==> src/rtl/kv10_mem_pkg.sv <==
// Shared types and widths for the KV10 memory path.
package kv10_mem_pkg;

  localparam int unsigned PADDR_W = 22;
  localparam int unsigned WORD_W  = 36;

  typedef enum logic [1:0] {
    IDLE   = 2'd0,
    BUSY_A = 2'd1,
    BUSY_B = 2'd2
  } arb_state_t;

  typedef enum logic {
    PORT_A = 1'b0,
    PORT_B = 1'b1
  } arb_port_t;

endpackage

==> src/rtl/mem_arb_timeout.sv <==
// Busy-cycle counter for mem_arb; flags when a mem transaction has run TIMEOUT cycles.
// Exists only in builds with MEM_ARB_TIMEOUT_EN defined.
`ifdef MEM_ARB_TIMEOUT_EN
module mem_arb_timeout #(
  parameter int unsigned TIMEOUT = 1024
) (
  input  logic clk,
  input  logic reset,
  input  logic clear,
  input  logic inc,
  output logic expired
);

  localparam int unsigned CNT_W = (TIMEOUT > 1) ? $clog2(TIMEOUT) : 1;
  localparam logic [CNT_W-1:0] LAST = CNT_W'(TIMEOUT - 1);

  logic [CNT_W-1:0] count_q;
  logic [CNT_W-1:0] count_d;

  // Clear while idle, count busy cycles, saturate at the terminal count.
  always_comb begin
    count_d = count_q;
    if (clear) begin
      count_d = '0;
    end else if (inc && (count_q != LAST)) begin
      count_d = count_q + CNT_W'(1);
    end
  end

  // Counter register.
  always_ff @(posedge clk or posedge reset) begin
    if (reset) begin
      count_q <= '0;
    end else begin
      count_q <= count_d;
    end
  end

  assign expired = (count_q == LAST);

endmodule
`endif

==> src/rtl/mem_arb.sv <==
// Round-robin arbiter sharing the single mem port between port A (PAG) and port B (DMA).
// Optional bus-error timeout on a silent mem is enabled with MEM_ARB_TIMEOUT_EN.
module mem_arb
  import kv10_mem_pkg::*;
#(
  parameter int unsigned ADDR_W  = PADDR_W,
  parameter int unsigned DATA_W  = WORD_W,
  parameter int unsigned TIMEOUT = 1024
) (
  input  logic              clk,
  input  logic              reset,
  input  logic [ADDR_W-1:0] a_addr,
  input  logic              a_read,
  input  logic              a_write,
  input  logic [DATA_W-1:0] a_write_data,
  output logic [DATA_W-1:0] a_read_data,
  output logic              a_read_ack,
  output logic              a_write_ack,
  output logic              a_nxm,
  input  logic [ADDR_W-1:0] b_addr,
  input  logic              b_read,
  input  logic              b_write,
  input  logic [DATA_W-1:0] b_write_data,
  output logic [DATA_W-1:0] b_read_data,
  output logic              b_read_ack,
  output logic              b_write_ack,
  output logic              b_nxm,
  output logic [ADDR_W-1:0] mem_addr,
  output logic              mem_read,
  output logic              mem_write,
  output logic [DATA_W-1:0] mem_write_data,
  input  logic [DATA_W-1:0] mem_read_data,
  input  logic              mem_read_ack,
  input  logic              mem_write_ack
);

  if (TIMEOUT < 2) begin : g_bad_timeout
    $error("mem_arb: TIMEOUT must be at least 2");
  end

  arb_state_t state_q;
  arb_state_t state_d;
  arb_port_t  last_q;
  arb_port_t  last_d;

  logic              a_req;
  logic              b_req;
  logic              sel_b;
  logic              x_read;
  logic              x_write;
  logic [ADDR_W-1:0] x_addr;
  logic [DATA_W-1:0] x_wdata;
  logic              mem_ack;
  logic              expired;
  logic              x_read_ack;
  logic              x_write_ack;
  logic              x_nxm;
  logic [DATA_W-1:0] x_read_data;

  // Request summary and the currently granted port's request lines.
  always_comb begin
    a_req   = a_read | a_write;
    b_req   = b_read | b_write;
    sel_b   = (state_q == BUSY_B);
    mem_ack = mem_read_ack | mem_write_ack;
    x_read  = sel_b ? b_read       : a_read;
    x_write = sel_b ? b_write      : a_write;
    x_addr  = sel_b ? b_addr       : a_addr;
    x_wdata = sel_b ? b_write_data : a_write_data;
  end

`ifdef MEM_ARB_TIMEOUT_EN
  logic busy;
  logic cnt_expired;

  assign busy = (state_q != IDLE);

  mem_arb_timeout #(
    .TIMEOUT (TIMEOUT)
  ) u_timeout (
    .clk     (clk),
    .reset   (reset),
    .clear   (~busy),
    .inc     (busy),
    .expired (cnt_expired)
  );

  assign expired = busy & cnt_expired;
`else
  assign expired = 1'b0;
`endif

  // Grant decision, mem strobes and completion for the granted port.
  always_comb begin
    state_d        = state_q;
    last_d         = last_q;
    mem_addr       = '0;
    mem_write_data = '0;
    mem_read       = 1'b0;
    mem_write      = 1'b0;
    x_read_ack     = 1'b0;
    x_write_ack    = 1'b0;
    x_nxm          = 1'b0;
    x_read_data    = '0;
    unique case (state_q)
      IDLE: begin
        if (a_req && (!b_req || (last_q == PORT_B))) begin
          state_d = BUSY_A;
        end else if (b_req) begin
          state_d = BUSY_B;
        end
      end
      BUSY_A, BUSY_B: begin
        mem_addr       = x_addr;
        mem_write_data = x_wdata;
        if (mem_ack) begin
          mem_read    = x_read;
          mem_write   = x_write & ~x_read;
          x_read_ack  = mem_read_ack;
          x_write_ack = mem_write_ack;
          x_read_data = mem_read_ack ? mem_read_data : '0;
          state_d     = IDLE;
          last_d      = sel_b ? PORT_B : PORT_A;
        end else if (expired) begin
          // Silent mem: drop strobes and complete with a bus error.
          x_nxm       = 1'b1;
          x_read_ack  = x_read;
          x_write_ack = ~x_read;
          state_d     = IDLE;
          last_d      = sel_b ? PORT_B : PORT_A;
        end else begin
          mem_read  = x_read;
          mem_write = x_write & ~x_read;
        end
      end
      default: state_d = IDLE;
    endcase
  end

  // Arbiter state and round-robin pointer.
  always_ff @(posedge clk or posedge reset) begin
    if (reset) begin
      state_q <= IDLE;
      last_q  <= PORT_B;
    end else begin
      state_q <= state_d;
      last_q  <= last_d;
    end
  end

  assign a_read_ack  = x_read_ack  & ~sel_b;
  assign a_write_ack = x_write_ack & ~sel_b;
  assign a_nxm       = x_nxm       & ~sel_b;
  assign a_read_data = sel_b ? '0 : x_read_data;
  assign b_read_ack  = x_read_ack  & sel_b;
  assign b_write_ack = x_write_ack & sel_b;
  assign b_nxm       = x_nxm       & sel_b;
  assign b_read_data = sel_b ? x_read_data : '0;

endmodule

==> config.mk <==
export PLATFORM = sky130hd
export DESIGN_NAME = mem_arb
export DESIGN_NICKNAME = d
export VERILOG_FILES = /design/src/rtl/kv10_mem_pkg.sv /design/src/rtl/mem_arb_timeout.sv /design/src/rtl/mem_arb.sv
export SDC_FILE = /design/constraint.sdc
export NUM_CORES = 1
export LEC_CHECK = 0
export BUFFER_PORTS_ARGS = -buffer_cell sky130_fd_sc_hd__buf_2
export CAP_MARGIN = 20
export CORE_AREA = 5 5 113 115
export CTS_CLUSTER_SIZE = 24
export DETAILED_ROUTE_END_ITERATION = 8
export DIE_AREA = 0 0 118 120
export PLACE_DENSITY_LB_ADDON = 0.3
export SYNTH_ARGS = -nofsm -noshare
export SYNTH_HDL_FRONTEND = slang
export SYNTH_HIERARCHICAL = 1
export SYNTH_SLANG_ARGS = --single-unit
==> constraint.sdc <==
create_clock -name clk -period 2.05 [get_ports clk]
set_input_delay 0.41 -clock clk [delete_from_list [all_inputs] [get_ports clk]]
set_output_delay 0.41 -clock clk [all_outputs]
set_load 0.01 [all_outputs]
==> impl_metrics.ini, run 1 <==
[outcome]
status = complete, but fails checks
violations = negative setup slack

[drt]
wl_um = 10400
dr.pass1.iters = 4
first_iter_violations = 68
ant_nets = 0
drc = 0
routed-via-count = 2830
vias_per_cell = 4.08
post_drt_wl_per_cell_um = 15.1

[floorplan]
fp.dieW_um = 118
io_pins = 298
start_util_pct = 15.5
rows = 40
die_area_um2 = 14200
die_h_um = 120
core_region_area_um2 = 11700

[global_route]
overflow = 0
grt_pass1_wl_um = 13300
grt_pass1_vias = 2721
grt_max_degree = 65
grt_usage_pct = 11.1
antenna_found_initial = 0

[worst_setup_path]
worst_r2r_path_depth = 7
reg2reg_to = state_q[0]$_DFFE_PP0P_
worstPathMaxFanout = 6
cp.required_ps = 1640
startpoint_type = flop
cp_common_cell = buf_6
r2r-start = state_q[1]$_DFFE_PP0P_
slowest_delay_ps = 390
crit_chain = buf_6, ha_4, buf_6, nor2_4, buf_12, clkbuf_16, and2_4, buf_6
critPathSlowestCell = dfrtp_1
worstPathArrival_ps = 1700
critical_path_class = flop to primary output
critPathCaptureType = primary output
r2r_slack_ps = 280

[clock_tree]
clk_pin_slew_worst_paths_ps = 30
cts_root_buf = clkbuf_16
cts_sinks = 3
numCtsBuffers = 3
htree_levels = 1
insertion_delay_ps = 220
cts_tree = built
clk_path_buf_depth = 2

[placed_design]
dpl.hpwl_um = 7800
placed_area_um2 = 3450
dp.cells = 674
port_buffers = 295
gp_congestion = 0.919

[synth]
synth.distinct_cells = 23
ys_seq_area_share_pct = 4.21
synthCells = 245
synth.largest_area_cell = mux2i_1
syn_area_um2 = 1810
ys_warn_count = 6
syn_avg_cell_area_um2 = 7.39
synth_top_cell_area_share_pct = 32.6
ys_ff_latch = 3
yosys-top-cells-area = mux2i_1, and2_1, nor2b_1

[cells_and_area]
nFillCells = 1215
synthToLayoutAreaGrowth_pct = 126
diodes = 0
nets = 710
final_area_um2 = 4090
stdcell_count = 694
drive_gt1_share_pct = 66.7

[power]
power_density_nw_per_um2 = 1340
ir_drop_mv = 0.606
p_leak_nw = 2.32

[sta]
slew_viol_final = 0
finalClockSkew_ps = 0.129
rsz0062_at_grt = yes
finalSetupViolCount = 70
finalHoldViolations = 0
fmax_mhz = 473
fin_crit_sh_pct = 103
period_needed_ps = 2110
fin_ws_ps = -63.1

[hold_path]
hp-class = input port to async pin

[job]
maxCapViolCount = 0
[layer usage]
layer | vias up | global-route usage (%) | part of all wire (%)
li1 | 1394 | - | -
met1 | 1275 | 12.2 | 37
met2 | 159 | 21.4 | 54
met3 | 2 | 3.25 | 8.5
met4 | 0 | 1.58 | 0.096
met5 | - | 0 | 0
[area by class of cell]
class | instances | area (µm²) | share of cell area [%]
Tap cell | 147 | 184 | 4.50
Sequential cell | 3 | 76.3 | 1.87
Timing Repair Buffer | 320 | 2040 | 49.8
Clock buffer | 4 | 78.8 | 1.93
Multi-Input combinational cell | 216 | 1700 | 41.5
Inverter | 4 | 15.0 | 0.367
[worst max-delay path by stage]
stage	from	end	slack [ps]	depth (start not counted)
CTS	state_q[1]$_DFFE_PP0P_	a_read_data[3]	-30	7
floorplan	state_q[0]$_DFFE_PP0P_	b_read_data[26]	330	6
finish	state_q[1]$_DFFE_PP0P_	a_read_data[10]	-60	8
global placement	state_q[1]$_DFFE_PP0P_	a_read_data[3]	180	7
detailed placement	state_q[1]$_DFFE_PP0P_	a_read_data[3]	160	7
global route	state_q[1]$_DFFE_PP0P_	a_read_data[10]	-110	8
[through the flow]
step           hold slack [ps]  power [mW]  utilization [%]  TNS, ps  setup slack (ps)
6_report                  43.3        5.47             34.9    -1680             -63.1
5_1_grt                   67.1        5.87             34.9    -6980              -108
4_1_cts                   46.5        4.63             30.7     -250             -28.7
3_5_place_dp               284        4.15             29.5        0               163
3_3_place_gp               282        4.12             29.5        0               185
2_1_floorplan              163        2.68                -        0               329
[critical path: cells and delay by family, from the launching register on]
kind / cells / cell delay, ps
buffers and inverters: 5 / 650
adder cells (fa/ha/maj): 1 / 160
AND/OR/NAND/NOR: 2 / 260
flip-flops: 1 / 390
[power by group]
part	switching (mW)	internal (mW)
clock	0.0585	0.257
sequential	0.0196	0.0934
combinational	2.35	2.69
total	2.43	3.04
[registers in the layout, summed over array words and instances, names as in the netlist]
signal and cells:
last_q 1, state_q 2
[cell families after synthesis]
logic type | share of synthesized area (%)
adders and majority gates | 1.38
muxes | 33.2
DFF | 4.21
and+or+nand+nor | 48.6
buffers and inverters | 9.46
AOI/OAI and AO/OA | 2.90
other | 0.207
[synth_stat cells (all sizes together)]
cell type / count
nand2: 3
nand2b: 1
a21oi: 2
and3: 2
buf: 15
ha: 2
dfrtp: 2
mux2: 1
clkbuf: 8
mux2i: 59
dfstp: 1
conb: 1
o32ai: 1
o22ai: 3
nor3b: 1
and2: 73
nor2: 4
nor2b: 59
o21ai: 3
inv: 4
[cell usage in the layout (no fill, tap or decap), drive strengths merged]
| cell | count |
|---|---|
| o22ai | 3 |
| mux2 | 1 |
| dfrtp | 2 |
| nand2b | 1 |
| nor2b | 59 |
| o32ai | 1 |
| buf | 315 |
| o21ai | 3 |
| clkbuf | 9 |
| dfstp | 1 |
| nand2 | 3 |
| mux2i | 59 |
| nor3b | 1 |
| nor2 | 4 |
| and2 | 73 |
| conb | 2 |
| and3 | 2 |
| inv | 4 |
| ha | 2 |
| a21oi | 2 |
[repair_timing]
item | CTS | global route
hold buffers | 0 | 0
setup buffers | 3 | 4
pin swaps | 2 | 22
resized for setup | 6 | 68
cloned | 0 | 9
endpoints found under the setup margin | 82 | 118
(Power assumes the default switching activity.)
==> run 2, diff against run 1 <==
--- a/config.mk
+++ b/config.mk
@@ -11,6 +11,7 @@
 export CTS_CLUSTER_SIZE = 24
 export DETAILED_ROUTE_END_ITERATION = 8
 export DIE_AREA = 0 0 118 120
+export GPL_TIMING_DRIVEN = 0
 export PLACE_DENSITY_LB_ADDON = 0.3
 export SYNTH_ARGS = -nofsm -noshare
 export SYNTH_HDL_FRONTEND = slang
==> run 2 against run 1 <==
Effect of this change: the run still ends with negative setup slack left; final area rose by 8.4%; sequential cell count did not move; die area did not move; hold slack improved by 6.0 ps; setup slack improved by 28 ps; register-to-register slack improved by 160 ps; sequential share of layout area fell by 0.14 points; count of clock-buffer cells in the layout did not move; fmax rose by 1.3%; routed wire length rose by 1.8%; highest routed layer unchanged.
==> impl_metrics.ini, run 2 (same netlist as run 1, synthesis figures left out) <==
[worst_setup_path]
reg2reg_to = state_q[0]$_DFFE_PP0P_
crit_chain = inv_2, ha_4, nand2_2, nor2_4, buf_12, clkbuf_16, and2_1, buf_2
cp.required_ps = 1640
worst_r2r_path_depth = 6
worstPathMaxFanout = 8
r2r_slack_ps = 440
critPathSlowestCell = dfrtp_1
slowest_delay_ps = 390
path_depth = 8
path_delay_family = buffers and inverters
worstPathArrival_ps = 1680
critPathCaptureType = primary output
startpoint_type = flop
r2r-start = state_q[1]$_DFFE_PP0P_
critical_path_class = flop to primary output
worst-path-buf-inv = 4

[drt]
dr.pass1.iters = 4
wl_um = 10600
post_drt_wl_per_cell_um = 14.9
vias_per_cell = 4.12
ant_nets = 0
routed-via-count = 2938
drc = 0
first_iter_violations = 47

[hold_path]
hp-class = input port to async pin

[clock_tree]
insertion_delay_ps = 220
numCtsBuffers = 3
cts_root_buf = clkbuf_16
cts_tree = built
cts_sinks = 3
clk_path_buf_depth = 2
htree_levels = 1
clk_pin_slew_worst_paths_ps = 30

[global_route]
grt_usage_pct = 12.0
antenna_found_initial = 0
grt_pass1_wl_um = 14300
grt_pass1_vias = 2886
grt_max_degree = 11
overflow = 0

[sta]
rsz0062_at_grt = yes
finalHoldViolations = 0
slew_viol_final = 0
finalSetupViolCount = 49
fmax_mhz = 480
fin_ws_ps = -35.2
finalClockSkew_ps = 2.64
fin_crit_sh_pct = 102
period_needed_ps = 2090

[cells_and_area]
nets = 729
stdcell_count = 713
largest_registers = state_q x2, last_q x1
largest_reg_flops = 2
diodes = 0
synthToLayoutAreaGrowth_pct = 145
final_cell_mix = buf_2, nor2b_1, mux2i_1
drive_gt1_share_pct = 70.7
final_common_cell = buf_2
top_register = state_q

[power]
ir_drop_mv = 0.552
power_density_nw_per_um2 = 1330
power_mw = 5.91
p_leak_nw = 2.45

[floorplan]
io_pins = 298
rows = 40
fp.dieW_um = 118
start_util_pct = 15.5
core_region_area_um2 = 11700
die_h_um = 120
die_area_um2 = 14200

[placed_design]
port_buffers = 295
gp_congestion = 0.860
dp.cells = 688
dpl.hpwl_um = 8370

[outcome]
status = complete, but fails checks
violations = negative setup slack

[job]
maxCapViolCount = 0
[run 2: cell types whose count changed in the layout (fill, tap and decap cells not counted), sizes merged]
cell and delta:
clkbuf +1, buf +18
[run 2: worst max-delay path by stage]
stage                                 startpoint         endpoint  slack (ps)
after detailed placement  state_q[1]$_DFFE_PP0P_  a_read_data[12]        -150
final                     state_q[1]$_DFFE_PP0P_  a_read_data[34]         -40
after floorplan           state_q[0]$_DFFE_PP0P_  b_read_data[26]         330
after global routing      state_q[1]$_DFFE_PP0P_  b_read_data[11]        -120
after CTS                 state_q[1]$_DFFE_PP0P_     mem_addr[15]         -40
after global placement    state_q[1]$_DFFE_PP0P_  a_read_data[12]         -90
[run 2: layer usage]
layer	part of all wire, %	routed length (µm)	global-route usage, %
met3	8.5	909	2.73
met5	0	0	0
met2	53	5680	22.2
met1	37	3890	14.0
met4	1.5	156	2.51
[run 2: what timing repair did]
item	CTS	global route
cloned	2	7
hold buffers	0	0
pin swaps	5	34
setup endpoints to repair	127	128
resized for setup	53	116
buffers inserted	6	6
[run 2: stage by stage]
step                setup slack (ps)  instance area [µm²]  hold WS [ps]  setup TNS, ps  util (%)
global placement               -86.4                 3480           283           -964      29.7
detailed placement              -151                 3480           289          -2210      29.7
global route                    -120                 4430          77.0          -7620      37.8
CTS                            -36.9                 3810          50.4          -1450      32.6
floorplan                        329                 1820           163              0         -
finish                         -35.2                 4430          49.3           -696      37.8
[run 2: worst reg2reg max path, cell delays in order, from the launching register on]
cell and delay, ps:
dfrtp_1 390, inv_2 70, ha_4 290, buf_6 160, nor3b_1 310, nand2b_1 180, o22ai_1 90
[run 2: final cells by class]
type	count	area, µm²
buffer	23	338
clock buffer	4	78.8
fill	1176	7280
inverter	4	15.0
multi-input combinational	216	1790
sequential	3	76.3
tap	147	184
timing repair buffer	316	1950
[run 2: report_power, final]
part	leakage, nW	internal (mW)	switching [mW]
combinational	2.38	3.04	2.44
clock	0.0382	0.257	0.0536
sequential	0.0360	0.0932	0.0203
total	2.45	3.39	2.51
